## src/rtl/mips_pkg.sv

```systemverilog
// Shared definitions for the MIPS pipeline control slice.
//   FWD_*      : register-file port mux select encodings (ID/EX/MEM/WB)
//   shadow_t   : shadow copy of one pipeline stage's write-back info
//   hz_state_e : hazard controller FSM states
package mips_pkg;

  localparam int unsigned REG_IDX_W = 5;

  localparam logic [1:0] FWD_ID  = 2'b00;
  localparam logic [1:0] FWD_EX  = 2'b01;
  localparam logic [1:0] FWD_MEM = 2'b10;
  localparam logic [1:0] FWD_WB  = 2'b11;

  typedef struct packed {
    logic                 rf_en;
    logic                 load;
    logic [REG_IDX_W-1:0] dest;
  } shadow_t;

  typedef enum logic {
    RUN    = 1'b0,
    STALL1 = 1'b1
  } hz_state_e;

endpackage

```

## src/rtl/hazard_forward_ctrl_fwd_select.sv

```systemverilog
// fwd_select: combinational per-operand forwarding priority matcher.
//   uses       : operand is actually read by the ID instruction
//   src        : operand source register index
//   ex_e/mem_e/wb_e : shadow entries of the EX, MEM and WB stages
//   sel        : mux select, EX > MEM > WB priority, else ID
//   hz         : operand depends on a load whose data is not yet forwardable
module fwd_select
  import mips_pkg::*;
#(
  parameter int unsigned LOAD_USE_STALLS = 1
) (
  input  logic                 uses,
  input  logic [REG_IDX_W-1:0] src,
  input  shadow_t              ex_e,
  input  shadow_t              mem_e,
  input  shadow_t              wb_e,
  output logic [1:0]           sel,
  output logic                 hz
);

  logic active;
  logic ex_hit;
  logic mem_hit;
  logic wb_hit;
  logic mem_fwd_ok;

  // $0 is hardwired zero: it never forwards and never stalls.
  assign active  = uses && (src != '0);
  assign ex_hit  = active && ex_e.rf_en  && (ex_e.dest  == src);
  assign mem_hit = active && mem_e.rf_en && (mem_e.dest == src);
  assign wb_hit  = active && wb_e.rf_en  && (wb_e.dest  == src);

  // With two-bubble loads the MEM stage has no load data yet, so a MEM load
  // is skipped and an older WB writer (if any) is used instead.
  assign mem_fwd_ok = (LOAD_USE_STALLS != 2) || !mem_e.load;

  always_comb begin
    sel = FWD_ID;
    if (ex_hit) begin
      sel = FWD_EX;
    end else if (mem_hit && mem_fwd_ok) begin
      sel = FWD_MEM;
    end else if (wb_hit) begin
      sel = FWD_WB;
    end
  end

  assign hz = (ex_hit && ex_e.load) ||
              ((LOAD_USE_STALLS == 2) && mem_hit && mem_e.load);

endmodule

```

## src/rtl/hazard_forward_ctrl.sv

```systemverilog
// hazard_forward_ctrl: hazard detection and forwarding control for the
// 5-stage MIPS core. Tracks dest/write-enable/load of EX, MEM and WB in a
// shadow pipeline, drives operand forwarding selects and load-use stalls.
//   clk, reset (sync, active-low)
//   ID_RS/ID_RT, ID_USES_RS/ID_USES_RT : operands of the ID instruction
//   ID_DEST, ID_RF_ENABLE, ID_LOAD_INSTR : write-back info of the ID instruction
//   FWD_SEL_A/FWD_SEL_B : port mux selects (00 ID, 01 EX, 10 MEM, 11 WB)
//   CONTROL_MUX : 1 = NOP control word into ID/EX
//   PC_LE, IF_ID_LE : load enables, 0 = hold
// Optional macro HAZARD_STALL_CNT_EN adds STALL_COUNT[31:0], a saturating
// count of bubble-injection cycles.
module hazard_forward_ctrl
  import mips_pkg::*;
#(
  parameter int unsigned LOAD_USE_STALLS = 1,
  parameter int unsigned REG_W           = 5
) (
  input  logic             clk,
  input  logic             reset,
  input  logic [REG_W-1:0] ID_RS,
  input  logic [REG_W-1:0] ID_RT,
  input  logic             ID_USES_RS,
  input  logic             ID_USES_RT,
  input  logic [REG_W-1:0] ID_DEST,
  input  logic             ID_RF_ENABLE,
  input  logic             ID_LOAD_INSTR,
  output logic [1:0]       FWD_SEL_A,
  output logic [1:0]       FWD_SEL_B,
  output logic             CONTROL_MUX,
  output logic             PC_LE,
  output logic             IF_ID_LE
`ifdef HAZARD_STALL_CNT_EN
  ,
  output logic [31:0]      STALL_COUNT
`endif
);

  shadow_t   ex_q, mem_q, wb_q;
  shadow_t   id_entry;
  hz_state_e state, next_state;
  logic [1:0] sel_a, sel_b;
  logic       hz_a, hz_b, hz;

  assign id_entry.rf_en = ID_RF_ENABLE;
  assign id_entry.load  = ID_LOAD_INSTR;
  assign id_entry.dest  = REG_IDX_W'(ID_DEST);

  fwd_select #(.LOAD_USE_STALLS(LOAD_USE_STALLS)) u_fwd_a (
    .uses  (ID_USES_RS),
    .src   (REG_IDX_W'(ID_RS)),
    .ex_e  (ex_q),
    .mem_e (mem_q),
    .wb_e  (wb_q),
    .sel   (sel_a),
    .hz    (hz_a)
  );

  fwd_select #(.LOAD_USE_STALLS(LOAD_USE_STALLS)) u_fwd_b (
    .uses  (ID_USES_RT),
    .src   (REG_IDX_W'(ID_RT)),
    .ex_e  (ex_q),
    .mem_e (mem_q),
    .wb_e  (wb_q),
    .sel   (sel_b),
    .hz    (hz_b)
  );

  // RS and RT hazards on the same load collapse into a single stall.
  assign hz = hz_a || hz_b;

  always_ff @(posedge clk) begin
    if (!reset) begin
      ex_q  <= '0;
      mem_q <= '0;
      wb_q  <= '0;
      state <= RUN;
    end else begin
      wb_q  <= mem_q;
      mem_q <= ex_q;
      ex_q  <= CONTROL_MUX ? shadow_t'('0) : id_entry;
      state <= next_state;
    end
  end

  // The stall length is not timed: STALL1 simply re-checks the hazard against
  // the advanced shadow stages, so a load moving EX->MEM keeps stalling only
  // while its data is still unavailable.
  always_comb begin
    next_state  = state;
    FWD_SEL_A   = sel_a;
    FWD_SEL_B   = sel_b;
    CONTROL_MUX = 1'b0;
    PC_LE       = 1'b1;
    IF_ID_LE    = 1'b1;

    case (state)
      RUN:     if (hz) next_state = (LOAD_USE_STALLS == 2) ? STALL1 : RUN;
      STALL1:  next_state = RUN;
      default: next_state = RUN;
    endcase

    if (hz) begin
      CONTROL_MUX = 1'b1;
      PC_LE       = 1'b0;
      IF_ID_LE    = 1'b0;
    end

    if (!reset) begin
      next_state  = RUN;
      FWD_SEL_A   = FWD_ID;
      FWD_SEL_B   = FWD_ID;
      CONTROL_MUX = 1'b1;
      PC_LE       = 1'b0;
      IF_ID_LE    = 1'b0;
    end
  end

`ifdef HAZARD_STALL_CNT_EN
  always_ff @(posedge clk) begin
    if (!reset) begin
      STALL_COUNT <= '0;
    end else if (CONTROL_MUX && (STALL_COUNT != '1)) begin
      STALL_COUNT <= STALL_COUNT + 32'd1;
    end
  end
`endif

endmodule

```

## config.mk

```make
export PLATFORM = sky130hd
export DESIGN_NAME = hazard_forward_ctrl
export DESIGN_NICKNAME = d
export VERILOG_FILES = /design/src/rtl/mips_pkg.sv /design/src/rtl/hazard_forward_ctrl_fwd_select.sv /design/src/rtl/hazard_forward_ctrl.sv
export SDC_FILE = /design/constraint.sdc
export NUM_CORES = 1
export LEC_CHECK = 0
export CAP_MARGIN = 40
export CORE_UTILIZATION = 48
export CTS_CLUSTER_DIAMETER = 40
export DETAILED_ROUTE_END_ITERATION = 10
export PLACE_DENSITY = 0.91
export SYNTH_ARGS = -nofsm -noshare
export SYNTH_HDL_FRONTEND = slang
export SYNTH_SLANG_ARGS = --single-unit
```

## constraint.sdc

```tcl
create_clock -name clk -period 3.2 [get_ports clk]
set_clock_uncertainty 0.05 [all_clocks]
set_input_delay 0.48 -clock clk [delete_from_list [all_inputs] [get_ports clk]]
set_output_delay 0.48 -clock clk [all_outputs]
set_load 0.1 [all_outputs]
```

==> results of run 1 <==
[worst max-delay path by stage]
stage / start / to / depth (start not counted)
floorplan: ID_RS[4] / FWD_SEL_A[0] / 5
global placement: ID_RT[0] / CONTROL_MUX / 7
detailed placement: ID_RS[1] / CONTROL_MUX / 7
CTS: ID_RS[1] / CONTROL_MUX / 7
global route: ID_RT[0] / CONTROL_MUX / 7
finish: ID_RT[0] / CONTROL_MUX / 7
[final cells by class]
class                      instances  area (um2)
clock buffer                       3        22.5
clock inverter                     1        5.00
fill                             124         415
multi-input combinational         83         603
sequential                        19         380
tap                               25        31.3
timing repair buffer              30         363
[per-layer routing]
metal | vias up | track usage | part of all wire
li1 | 413 | - | -
met3 | 7 | 0.0231 | 0.048
met1 | 347 | 0.242 | 0.43
met2 | 31 | 0.414 | 0.50
met4 | 0 | 0.109 | 0.024
met5 | - | 0 | 0
[kinds of logic after synthesis]
kind of cell,synth area share
AO/OA/AOI/OAI,0.0528
flip-flops,0.391
buffers and inverters,0.0154
XOR/XNOR,0.270
AND/OR/NAND/NOR,0.270
[cells in the mapped netlist]
cell type  instances
nor2b_1            1
xor2_1            24
nand4_1            4
or4_1              2
nor4_1             6
dfxtp_1           19
a21boi_0           2
nor2_1             7
o21a_1             2
a21oi_1            2
nand2_1            9
and2_1            12
xnor2_1            6
nand4_2            2
nand2b_1           3
a21boi_2           1
clkbuf_1           2
buf_4              1
[critical path: stages]
cell,delay [ns]
clkdlybuf4s50_1,0.52
xor2_1,0.19
nor4_1,0.38
nand4_2,0.23
a21boi_4,0.33
nand2b_1,0.20
buf_12,0.19
[repair_timing]
item                                    4_1_cts  5_1_grt
hold buffers                                  0        0
buffers inserted                              0        0
resized for setup                             0        1
endpoints found under the setup margin        0        1
[sequential cells by signal, indices dropped and copies added, names as in the netlist]
| signal | count |
|---|---|
| ex_q | 7 |
| wb_q | 6 |
| mem_q | 6 |
[layout by cell type (no fill, tap or decap), drive strengths merged, types with 6 or more instances in the layout]
cell,count
clkdlybuf4s50,20
nand4,6
xor2,24
xnor2,6
nor4,6
nor2,7
nand2,9
and2,12
buf,10
dfxtp,19
[per-stage QoR]
| step | total power [mW] | util |
|---|---|---|
| global placement | 0.366 | 0.753 |
| floorplan | 0.315 | - |
| global route | 0.507 | 0.772 |
| CTS | 0.489 | 0.768 |
| detailed placement | 0.370 | 0.753 |
| finish | 0.488 | 0.772 |
[power by group through the flow]
stage,logic [mW],clock network (mW),registers (mW)
global placement,0.105,0,0.260
detailed placement,0.109,0,0.261
global route,0.118,0.133,0.257
CTS,0.109,0.125,0.255
finish,0.109,0.123,0.256
floorplan,0.0564,0,0.259
==> metrics.cfg, run 1 <==
[detailed_routing]
drt-initial-drc-count=7
final_antenna_net_count=0
dr.pass1.iters=4
vias_per_cell=4.96
wl_per_cell_um=14.0
drt-total-wl_um=2250
drc=0
vias=798

[grt]
grt_usage=0.220
grt_pass1_wl_um=3240
grt_pass1_vias=786
antenna_found_initial=0
grt_max_degree=15
overflow=0

[clock_tree]
cts_root_buffer=clkbuf_4
cts.sinks=19
path_clk_slew_ns=0.11
clockBufferDepth=2
numCtsBuffers=3
cts_tree=done
cts_max_level=1
clk_latency_ns=0.30

[worst_setup_path]
crit_fanout=9
worstPathArrival_ns=2.53
crit_type=in2out
reg2reg_from=ex_q[0]
start_kind=input port
cp.required_ns=2.67
r2r_cells=5
r2r_end=ex_q[3]
endpoint_kind=output port
reg2reg_slack_ns=1.50

[cells_and_area]
fin_area_mm2=0.00141
drive_gt1_frac=0.154
n_antenna_cell=0
final_cells=161
synthToLayoutAreaGrowth_pct=44.5
nets=158

[yosys]
ys_seq_area_frac=0.391
yosysTopAreaCell=dfxtp_1
yosys_register_bits=19
ys_warn_count=0
ys_types=18
synth_top_cell_area_share=0.391
synthCells=105
syn_avg_cell_area_um2=9.26
syn-cell-area_um2=972
synth_area_leaders=dfxtp_1 (39%), xor2_1 (22%), and2_1 (7.7%)
syn_nets=126

[worst_hold_path]
min-delay-start=mem_q[6]
hp-class=reg2reg
min_to=wb_q[6]
holdPathStages=1

[power]
pwr-share-seq=0.524
p_sw_frac=0.286
irDropWorstVdd_v=0.000249
p_sw_uw=140
p_leak_nw=0.600
cellPowerDensity_mw_per_mm2=347
power.share.clock=0.253
combPwrFrac=0.224
cellInternalPower_uw=348

[floorplan]
fp.dieW_um=47.0
initial_core_util=0.534
io_pins=28
rows=15
die_h_um=47.0
die_area_mm2=0.00221
core-area_mm2=0.00182

[timing]
max_freq_mhz=327
slew_viol_final=0
finalCritPeriodShare=0.956
final-hold-violation-count=0
period_minus_slack_ns=3.06
final.setup.worst_slack_ns=0.141
rsz0062_at_grt=no
worstMarginPinSlew_ns=0.422
setup_viol=0
setup_tns_ns=0
hold_ws_ns=0.456
slew_headroom=0.718

[run]
max_cap_violations=0

[placement]
gp_congestion=0.852
placed_area_mm2=0.00137
post-place-cells=157
dp_hpwl_um=1830
port_buffers=27
dp_worst_setup_slack_ns=0.0617

[run_status]
status=completed

No activity file was read; power rests on OpenSTA's default activity.
==> inputs of run 2 (changes only) <==
REMOVE_ABC_BUFFERS = 1   (was unset)
SLEW_MARGIN = 20   (was unset)
==> metrics.cfg, run 2 (synthesized netlist as in run 1, its figures left out) <==
[clock_tree]
cts_max_level=1  ; unchanged
numCtsBuffers=3  ; unchanged
cts.sinks=19  ; unchanged
cts_root_buffer=clkbuf_4
path_clk_slew_ns=0.10  ; about the same
clk_latency_ns=0.30  ; about the same
cts_tree=done
ctsHoldBuffers=0  ; unchanged
clockBufferDepth=2  ; unchanged

[run]
max_cap_violations=0  ; unchanged

[detailed_routing]
drc=0  ; unchanged
drt-total-wl_um=2320  ; +3.0%
dr.pass1.iters=3  ; -1
drt-initial-drc-count=5  ; -2
final_antenna_net_count=0  ; unchanged
wl_per_cell_um=14.4  ; +3.0%
vias_per_cell=5.09  ; +2.6%
vias=819  ; +2.6%

[worst_hold_path]
min_to=wb_q[6]
holdPathStages=1  ; unchanged
min-delay-start=mem_q[6]
hp-class=reg2reg

[power]
cellPowerDensity_mw_per_mm2=351  ; +1.1%
p_leak_nw=0.589  ; -1.8%
irDropWorstVdd_v=0.000245  ; -2.0%
power_uw=484  ; -0.92%

[cells_and_area]
regMostFlops=ex_q
synthToLayoutAreaGrowth_pct=41.7
nets=158  ; unchanged
utilization=0.757  ; -0.0151
n_antenna_cell=0  ; unchanged
top_regs=ex_q (7), mem_q (6), wb_q (6)
most-common-layout-cells=xor2_1 (24), clkdlybuf4s50_1 (20), dfxtp_1 (19)
largest_reg_flops=7  ; unchanged
drive_gt1_frac=0.118  ; -0.0368
fin_area_mm2=0.00138  ; -2.0%
final_cells=161  ; unchanged
layout_commonest_cell=xor2_1

[timing]
max_freq_mhz=323  ; -1.2%
setup_viol=0  ; unchanged
final-hold-violation-count=0  ; unchanged
period_minus_slack_ns=3.09  ; +0.0356 ns
slew_viol_final=0  ; unchanged
finalCritPeriodShare=0.967  ; +0.0111
rsz0062_at_grt=no
slew_headroom=0.535  ; -0.183
worstMarginPinSlew_ns=0.696  ; +0.274 ns

[grt]
grt_usage=0.242  ; +0.0227
antenna_found_initial=0  ; unchanged
grt_max_degree=26  ; +11
grt_pass1_vias=838  ; +6.6%
overflow=0  ; unchanged
grt_pass1_wl_um=3530  ; +8.7%

[placement]
gp_congestion=0.874  ; +2.6%
dp_hpwl_um=1840  ; +0.68%
placed_area_mm2=0.00135  ; -1.4%
port_buffers=27  ; unchanged
post-place-cells=157  ; unchanged

[floorplan]
initial_core_util=0.534  ; unchanged
die_h_um=47.0  ; unchanged
die_area_mm2=0.00221  ; unchanged
core-area_mm2=0.00182  ; unchanged
rows=15  ; unchanged
fp.dieW_um=47.0  ; unchanged
io_pins=28  ; unchanged

[run_status]
status=completed

[worst_setup_path]
start_kind=input port
endpoint_kind=output port
crit_fanout=4  ; -5
cp-startpoint=ID_RT[0]
worstPathArrival_ns=2.56  ; +0.03 ns
cp.required_ns=2.67  ; about the same
reg2reg_from=ex_q[0]
reg2reg_slack_ns=1.49  ; about the same
r2r_cells=6  ; +1
cp_slowest_cell=or4_1
r2r_end=ex_q[3]
slowest_delay_ns=0.57  ; +0.05 ns
cp_cell_sequence=clkdlybuf4s50_1 > or4_1 > o21a_1 > nand4_1 > nand2b_1 > a21boi_0 > buf_12
crit_type=in2out

-- run 2: power breakdown --
group	switching, mW	internal, mW	total [mW]	leakage, nW
sequential	0.00898	0.246	0.255	0.156
clock	0.0722	0.0486	0.121	0.0150
combinational	0.0536	0.0539	0.107	0.418
-- run 2: layer usage --
metal / routed length (um) / vias to the layer above / track usage
met5: 0 / - / 0
met3: 126 / 5 / 0.0500
met1: 941 / 376 / 0.262
met4: 43 / 0 / 0.131
li1: - / 411 / -
met2: 1210 / 27 / 0.439
-- run 2: worst max-delay path by stage --
stage / end / slack (ns) / cells past startpoint
2_1_floorplan: IF_ID_LE / -1.38 / 5
3_3_place_gp: FWD_SEL_B[0] / 0.18 / 7
3_5_place_dp: FWD_SEL_A[0] / 0.1 / 7
4_1_cts: FWD_SEL_A[0] / 0.09 / 7
5_1_grt: FWD_SEL_B[0] / 0.007 / 7
6_report: FWD_SEL_B[0] / 0.11 / 7
-- run 2: final cells by class --
cell class | count | area [um2]
flip-flops and latches | 19 | 380
fillers | 137 | 443
repair buffers | 30 | 363
clock buffers | 4 | 26.3
well taps | 25 | 31.3
multi-input cells | 83 | 577
-- run 2: worst max-delay path, delay by kind of cell --
| family | cells | cell delay [ns] |
|---|---|---|
| AOI/OAI and AO/OA | 2 | 0.56 |
| and+or+nand+nor | 3 | 0.75 |
| buffers and inverters | 2 | 0.77 |
-- run 2: per-stage QoR --
step	worst slack [ns]	setup TNS, ns	hold WS [ns]
2_1_floorplan	-1.38	-4.80	0.402
3_3_place_gp	0.182	0	0.426
3_5_place_dp	0.0983	0	0.426
4_1_cts	0.0916	0	0.449
5_1_grt	0.00701	0	0.467
6_report	0.106	0	0.457
-- run 2: repair_timing --
action,CTS,global route
setup endpoints to repair,0,1
gates resized for setup,0,1
setup buffers,0,0
